<file path="src/rtl/fifo_arb_pkg.sv">
// rtl/fifo_arb_pkg.sv - shared types and helpers for the FIFO write-port arbiter
package fifo_arb_pkg;

  // Arbiter FSM: IDLE spends one bubble choosing an owner, GRANT streams its beats
  typedef enum logic {
    IDLE  = 1'b0,
    GRANT = 1'b1
  } arb_state_t;

  // Ceiling log2 usable in constant expressions (result is 0 for values <= 1)
  function automatic int clog2(input int value);
    int result;
    result = 0;
    for (int i = 0; i < 31; i++) begin
      if ((1 << i) < value) result = i + 1;
    end
    return result;
  endfunction

  localparam int DEF_N_REQ = 4;
  localparam int DEF_IDW   = clog2(DEF_N_REQ);

endpackage

</file>
<file path="src/rtl/fifo_wr_arbiter_rr_pick.sv">
// rtl/fifo_wr_arbiter_rr_pick.sv - round-robin picker: rotate, priority-encode, un-rotate
module rr_pick
  import fifo_arb_pkg::*;
#(
  parameter  int N_REQ = DEF_N_REQ,
  localparam int IDW   = clog2(N_REQ)
) (
  input  logic [N_REQ-1:0] req,
  input  logic [IDW-1:0]   rr_last,
  output logic             found,
  output logic [IDW-1:0]   idx
);

  // One extra bit so rr_last+1 == N_REQ is representable before wrapping
  localparam int SW = IDW + 1;
  localparam logic [SW:0] NQ = (SW+1)'(N_REQ);

  logic [SW-1:0]    w_start;
  logic [SW-1:0]    w_off;
  logic [N_REQ-1:0] w_rot;
  logic [SW:0]      w_sum;

  // Rotate so bit 0 of w_rot is the requester right after the last owner
  assign w_start = {1'b0, rr_last} + SW'(1);
  assign w_rot   = N_REQ'({req, req} >> w_start);

  // Priority-encode the lowest set bit of the rotated request vector
  always_comb begin
    w_off = '0;
    for (int k = N_REQ - 1; k >= 0; k--) begin
      if (w_rot[k]) w_off = SW'(k);
    end
  end

  // Un-rotate: offset back to an absolute index, modulo N_REQ
  assign w_sum = {1'b0, w_start} + {1'b0, w_off};
  assign idx   = (w_sum >= NQ) ? IDW'(w_sum - NQ) : IDW'(w_sum);
  assign found = |req;

endmodule

</file>
<file path="src/rtl/fifo_wr_arbiter.sv">
// rtl/fifo_wr_arbiter.sv - round-robin, packet-atomic, burst-capped arbiter for a FIFO write port
module fifo_wr_arbiter
  import fifo_arb_pkg::*;
#(
  parameter  int N_REQ     = DEF_N_REQ,
  parameter  int PW        = 8,
  parameter  int MAX_BURST = 8,
  localparam int IDW       = clog2(N_REQ)
) (
  input  logic                wclk,
  input  logic                wrst_n,
  input  logic                arb_en,
  input  logic [N_REQ-1:0]    in_valid,
  input  logic [N_REQ-1:0]    in_last,
  input  logic [N_REQ*PW-1:0] in_data,
  output logic [N_REQ-1:0]    in_ready,
  output logic                wreq,
  output logic [IDW+PW-1:0]   wdata,
  input  logic                wfull,
  output logic [IDW-1:0]      gnt_id,
  output logic                busy
);

  // Counter reaches MAX_BURST at most (release fires at MAX_BURST-1), so it never wraps
  localparam int CW = clog2(MAX_BURST + 1);
  localparam logic [CW-1:0] CAP_LAST = CW'(MAX_BURST - 1);

  arb_state_t       r_state;
  arb_state_t       w_state_nxt;
  logic [IDW-1:0]   r_gnt_id;
  logic [IDW-1:0]   r_rr_last;
  logic [CW-1:0]    r_beat_cnt;

  logic             w_pick_found;
  logic [IDW-1:0]   w_pick_idx;
  logic             w_sel_valid;
  logic             w_sel_last;
  logic [PW-1:0]    w_sel_data;
  logic [N_REQ-1:0] w_gnt_onehot;
  logic             w_granted;
  logic             w_beat;
  logic             w_release;
  logic             w_take_grant;

  rr_pick #(
    .N_REQ (N_REQ)
  ) u_rr_pick (
    .req     (in_valid),
    .rr_last (r_rr_last),
    .found   (w_pick_found),
    .idx     (w_pick_idx)
  );

  // Route the current owner's valid/last/payload and build its one-hot ready mask
  always_comb begin
    w_sel_valid  = 1'b0;
    w_sel_last   = 1'b0;
    w_sel_data   = '0;
    w_gnt_onehot = '0;
    for (int i = 0; i < N_REQ; i++) begin
      if (r_gnt_id == IDW'(i)) begin
        w_sel_valid     = in_valid[i];
        w_sel_last      = in_last[i];
        w_sel_data      = in_data[i*PW +: PW];
        w_gnt_onehot[i] = 1'b1;
      end
    end
  end

  // A beat moves only while granted, the owner is valid and the FIFO has room;
  // the grant ends on that same beat at end-of-packet or at the burst cap
  assign w_granted = (r_state == GRANT);
  assign w_beat    = w_granted & w_sel_valid & ~wfull;
  assign w_release = w_beat & (w_sel_last | (r_beat_cnt == CAP_LAST));

  // Next-state: IDLE grants when enabled and someone is valid; GRANT holds until release
  always_comb begin
    w_state_nxt  = r_state;
    w_take_grant = 1'b0;
    case (r_state)
      IDLE: begin
        if (arb_en && w_pick_found) begin
          w_state_nxt  = GRANT;
          w_take_grant = 1'b1;
        end
      end
      GRANT: begin
        if (w_release) w_state_nxt = IDLE;
      end
    endcase
  end

  // FSM state register
  always_ff @(posedge wclk or negedge wrst_n) begin
    if (!wrst_n) r_state <= IDLE;
    else         r_state <= w_state_nxt;
  end

  // Owner and burst counter: loaded on a new grant, counted per accepted beat
  always_ff @(posedge wclk or negedge wrst_n) begin
    if (!wrst_n) begin
      r_gnt_id   <= '0;
      r_beat_cnt <= '0;
    end else if (w_take_grant) begin
      r_gnt_id   <= w_pick_idx;
      r_beat_cnt <= '0;
    end else if (w_beat) begin
      r_beat_cnt <= r_beat_cnt + CW'(1);
    end
  end

  // Round-robin pointer: remembers the owner that just released (reset gives requester 0 first turn)
  always_ff @(posedge wclk or negedge wrst_n) begin
    if (!wrst_n)        r_rr_last <= IDW'(N_REQ - 1);
    else if (w_release) r_rr_last <= r_gnt_id;
  end

  assign in_ready = (w_granted & ~wfull) ? w_gnt_onehot : '0;
  assign wreq     = w_beat;
  assign wdata    = w_beat ? {r_gnt_id, w_sel_data} : '0;
  assign gnt_id   = r_gnt_id;
  assign busy     = w_granted;

endmodule
</file>
<file path="config.mk">
export PLATFORM = sky130hd
export DESIGN_NAME = fifo_wr_arbiter
export DESIGN_NICKNAME = d
export VERILOG_FILES = /design/src/rtl/fifo_arb_pkg.sv /design/src/rtl/fifo_wr_arbiter_rr_pick.sv /design/src/rtl/fifo_wr_arbiter.sv
export SDC_FILE = /design/constraint.sdc
export NUM_CORES = 1
export LEC_CHECK = 0
export CORE_AREA = 2 2 65 67
export DETAILED_ROUTE_END_ITERATION = 8
export DIE_AREA = 0 0 67 69
export GPL_TIMING_DRIVEN = 0
export PLACE_DENSITY = 0.67
export SYNTH_ARGS = -nofsm -noshare
export SYNTH_HDL_FRONTEND = slang
export SYNTH_HIERARCHICAL = 1
export SYNTH_SLANG_ARGS = --single-unit
</file>
<file path="constraint.sdc">
create_clock -name wclk -period 2.2 [get_ports wclk]
set_input_delay 0.44 -clock wclk [delete_from_list [all_inputs] [get_ports wclk]]
set_output_delay 0.44 -clock wclk [all_outputs]
set_load 0.1 [all_outputs]
</file>
* Yosys cells after proc, flatten, opt, wreduce, memory -nomap -nowiden
Index checks and enable logic that the tools add are counted.
Storage, ports and cells: register bits after elaboration 9, output and inout bits 18, logic and storage cells 54, input port bits 44
Cells by class: bitwise gates (word level) 7, add/subtract/negate cells 4, eq/ne operators 4, order comparisons 1, reductions and logical operators 4, multiplexer cells 29, shifts and indexed selects 1
Operators by type and width (number):
- 8-bit 2-to-1 mux | 4
- 1-bit 2-to-1 mux | 15
- 4-bit 2-to-1 mux | 3
- 10-bit 2-to-1 mux | 1
- 2-bit 2-to-1 mux | 5
- 8-bit by 3-bit right shift with 4-bit output | 1
- 3-bit by 2-bit adder with 4-bit output | 1
- 4-bit by 1-bit adder with 4-bit output, second input constant | 1
- 1-bit AND | 4
- 2-bit equality test, second input constant | 2
- 4-bit by 3-bit equality test with 1-bit output, second input constant | 1
- 4-bit by 3-bit >= comparator with 1-bit output, second input constant | 1
- 4-bit OR reduction | 1
- 2-bit by 1-bit adder with 3-bit output, second input constant | 1
- 2-bit by 1-bit equality test with 1-bit output, second input constant | 1
- 2-bit zero test | 1
- 1-bit inverter | 2
- 1-bit one-hot mux with 2 select lines | 1
- 2-bit nonzero test | 1
- 2-bit by 1-bit subtractor with 2-bit output, second input constant | 1
- 1-bit logical AND | 1
- 1-bit OR | 1

* Logic depth before layout (Yosys ltp)
depth after elaboration 10, mapped depth 10, mapped depth without buffers 9

* Cells and area by module
The synthesis kept the hierarchy.
By module, submodules not included:
- fifo_wr_arbiter | seq. area each 227.7 um^2, instances 1, area each 757.0 um^2, cells an instance 72
- rr_pick | seq. area each 0.0 um^2, instances 1, area each 175.2 um^2, cells an instance 26

* Least setup slack after synthesis
No wires, ideal clock.
path kind register -> output, from register r_state, in the netlist busy, to output port wdata[2], path buffers 2, data required time 1760 ps, slack -1453 ps, arrival time 3213 ps, stages on the path, launching flop included 6, cells stage by stage dfrtp_1 > or3b_1 > o22a_1 > buf_6 > buf_2 > nor2b_1
Between the ends: longest elaborated chain between the ends 3
RTL lines:
- start, declared | line fifo_wr_arbiter.sv:28 | arb_state_t r_state;
- start signal, assigned | line fifo_wr_arbiter.sv:96 | else r_state <= w_state_nxt;
- 1-bit AND (2 in series) | line fifo_wr_arbiter.sv:73 | assign w_beat = w_granted & w_sel_valid & ~wfull;
- 10-bit 2-to-1 mux | line fifo_wr_arbiter.sv:120 | assign wdata = w_beat ? {r_gnt_id, w_sel_data} : '0;
- end, declared | line fifo_wr_arbiter.sv:18 | output logic [IDW+PW-1:0] wdata,
Every way passes these cells.

* Worst setup path in the final report
from input port wfull, to output port wdata[7]
Between the ends: longest elaborated chain between the ends 3
RTL lines:
- start, declared | line fifo_wr_arbiter.sv:19 | input logic wfull,
- 1-bit inverter | line fifo_wr_arbiter.sv:73
- 1-bit AND | line fifo_wr_arbiter.sv:73
- 10-bit 2-to-1 mux | line fifo_wr_arbiter.sv:120
Every way passes these cells.

==> flow_metrics.env <==
export IMPL_core_area_sq_mm=0.00391
export IMPL_clock_sinks=9
export IMPL_ff2ff_path_depth=7
export IMPL_p_switching_mw=1.37
export IMPL_final_area_sq_mm=0.00199
export IMPL_place_ws_ns=-1.31
export IMPL_dp_cells=209
export IMPL_h_tree_depth=1
export IMPL_internal_power_mw=1.29
export IMPL_grtUsageMet3=0.0489
export IMPL_synth_top_area_share=0.217
export IMPL_slew_headroom=0.350
export IMPL_vias=1039
export IMPL_r2r_setup_slack_ns=0.15
export IMPL_busiest_layer="met2"
export IMPL_insertion_delay_ns=0.23
export IMPL_fmax_mhz=428
export IMPL_critPathCaptureType="primary output"
export IMPL_cp_start_kind="input pin"
export IMPL_yosys_warnings=6
export IMPL_clockPowerShare=0.071
export IMPL_async_reset_ff_frac=1.00
export IMPL_hold_ws_ns=0.512
export IMPL_die_w_um=67
export IMPL_via_per_inst=4.64
export IMPL_comb_power_share=0.803
export IMPL_outcome="complete, but fails checks"
export IMPL_grt_pass1_vias=1170
export IMPL_power_leakage_nw=0.805
export IMPL_diodes=0
export IMPL_grt_use_total=0.144
export IMPL_cap_violations=0
export IMPL_rsz0062_at_grt="true"
export IMPL_tritoncts="built"
export IMPL_violations="setup timing"
export IMPL_worstPathMaxFanout=5
export IMPL_crit_arrival_ns=1.89
export IMPL_setup_ws_ns=-0.134
export IMPL_syn_area_per_cell_sq_um=9.51
export IMPL_crit_type="input pin to primary output"
export IMPL_synthFlopType="dfrtp_1"
export IMPL_routedWlPerCell_um=14.7
export IMPL_synth_edf_count=0
export IMPL_grt_ovfl_total=0
export IMPL_area_delta_synth_final_pct=113
export IMPL_finalNonFillerCells=224
export IMPL_grt_first_pass_wirelength_mm=5.31
export IMPL_synth_area_leaders="mux4_2, dfrtp_1, nor2b_1, dfstp_2, mux2i_1"
export IMPL_vdd_drop_max_v=0.000364
export IMPL_period_share=1.06
export IMPL_numCtsBuffers=3
export IMPL_setup_viol=10
export IMPL_drive_gt1_frac=0.408
export IMPL_drt_pass1_iterations=3
export IMPL_synth_area_sq_um=932
export IMPL_die_h_um=69
export IMPL_fin_tns_setup_ns=-1.12
export IMPL_place_area_sq_mm=0.00174
export IMPL_synth_area_leader_cell="mux4_2"
export IMPL_slew_viol_final=0
export IMPL_pin_count=62
export IMPL_drtIter0Drc=23
export IMPL_min_path_type="input pin to asynchronous set/reset pin"
export IMPL_p_per_area_mw_per_mm2=1340
export IMPL_synth_common_cells="nor2_1, nor2b_1, mux4_2"
export IMPL_routed_wl_mm=3.30
export IMPL_drt_antenna_violating_nets=0
export IMPL_worstPathRequired_ns=1.76
export IMPL_place_gp_congestion=0.742
export IMPL_switching_share=0.514
export IMPL_syn_nets=144
export IMPL_rows=23
export IMPL_synth_seq_cells=9
export IMPL_fin_nets=221
export IMPL_grt_max_degree=11
export IMPL_ctsHoldBuffers=0
export IMPL_regToRegStartpoint="gnt_id[1]"
export IMPL_met2_usage=0.273
export IMPL_netlist_instances=98
export IMPL_gr_usage_met1=0.150
export IMPL_clockBufferDepth=2
export IMPL_fin_crit_ns=2.33
export IMPL_worst_pin_slew_ns=0.979
export IMPL_report_final_hold_viol_count=0
export IMPL_fin_worst_skew_ns=0.00364
export IMPL_die_area_sq_mm=0.00462
export IMPL_yosysUniqueCellTypes=35
export IMPL_r2r_end="r_rr_last[0]"
export IMPL_cts_root_buf="clkbuf_8"
export IMPL_drc=0
export IMPL_synth_seq_area_share=0.244
export IMPL_seqPwrFrac=0.126
export IMPL_clk_pin_slew_ns=0.05
export IMPL_antenna_found_initial=0
export IMPL_dp_hpwl_mm=2.48
export IMPL_port_buffers=61
export IMPL_start_util=0.238
layout make-up:
class	count	area [sq um]
multi-input cells	75	753
plain buffers	6	62.6
repair buffers	72	793
inverters	8	33.8
well taps	50	62.6
clock buffers	4	45.0
flip-flops and latches	9	239
fillers	369	1920
critical path: stages:
cell and delay, ns:
dlygate4sd2_1 0.27, or3b_4 0.40, o22a_1 0.18, buf_6 0.14, buf_12 0.14, nor2b_4 0.12, buf_12 0.18
per-stage QoR:
stage | utilization | power [mW]
global placement | 0.445 | 2.17
finish | 0.508 | 2.67
detailed placement | 0.445 | 2.20
CTS | 0.506 | 2.66
global route | 0.508 | 2.82
floorplan | - | 1.81
worst max-delay path by stage:
stage	start	to	slack [ns]
finish	wfull	wdata[7]	-0.13
global route	gnt_id[0]	wdata[7]	-0.17
CTS	gnt_id[1]	wdata[6]	-0.14
detailed placement	wfull	wdata[6]	-1.31
global placement	wfull	wdata[3]	-1.29
floorplan	gnt_id[1]	wdata[2]	-0.27
power by group through the flow:
stage	logic, mW	registers (mW)	clock network, mW
after floorplan	1.29	0.520	0
after global placement	1.83	0.337	0
after detailed placement	1.86	0.343	0
after CTS	2.13	0.335	0.194
after global routing	2.26	0.355	0.204
final	2.14	0.336	0.189
cells in the final DEF (no fill, tap or decap), types with 2 or more instances in the layout:
cell and n:
inv_1 7, buf_6 5, nor2_1 4, nor2_2 2, nor2_4 4, ha_1 2
dlygate4sd2_1 8, nor2b_1 2, clkbuf_8 3, buf_2 3, buf_4 10, dfrtp_1 4
clkbuf_1 2, o31ai_1 2, dfrtp_4 3, mux2i_1 2, clkdlybuf4s50_1 38, o21ai_0 3
nor2b_4 8, nand2_1 8, mux2_2 3, mux4_2 9, buf_12 11, dfstp_2 2
xnor2_1 2, nor3_1 2, a21oi_1 2
flip-flops by register name (all words and copies together) (netlist names):
signal      flops
r_beat_cnt      4
gnt_id          2
r_rr_last       2
busy            1
what timing repair did:
action                                  4_1_cts  5_1_grt
resized for setup                           125        8
buffers inserted                              9        1
endpoints found under the setup margin       18       12
pin swaps                                     1        2
gates cloned                                  1        0
cell families after synthesis:
kind of cell               share of synthesized area
adders and majority gates                     0.0268
and+or+nand+nor                                0.212
AOI/OAI and AO/OA                              0.122
DFF                                            0.244
xor gates and xnor gates                      0.0282
muxes                                          0.297
buffers and inverters                         0.0698
routing by layer:
metal / wire (um) / part of all wire
met5: 0 / 0
met4: 0 / 0
met1: 1250 / 0.38
met2: 1660 / 0.50
met3: 391 / 0.12
(Power assumes the default switching activity.)
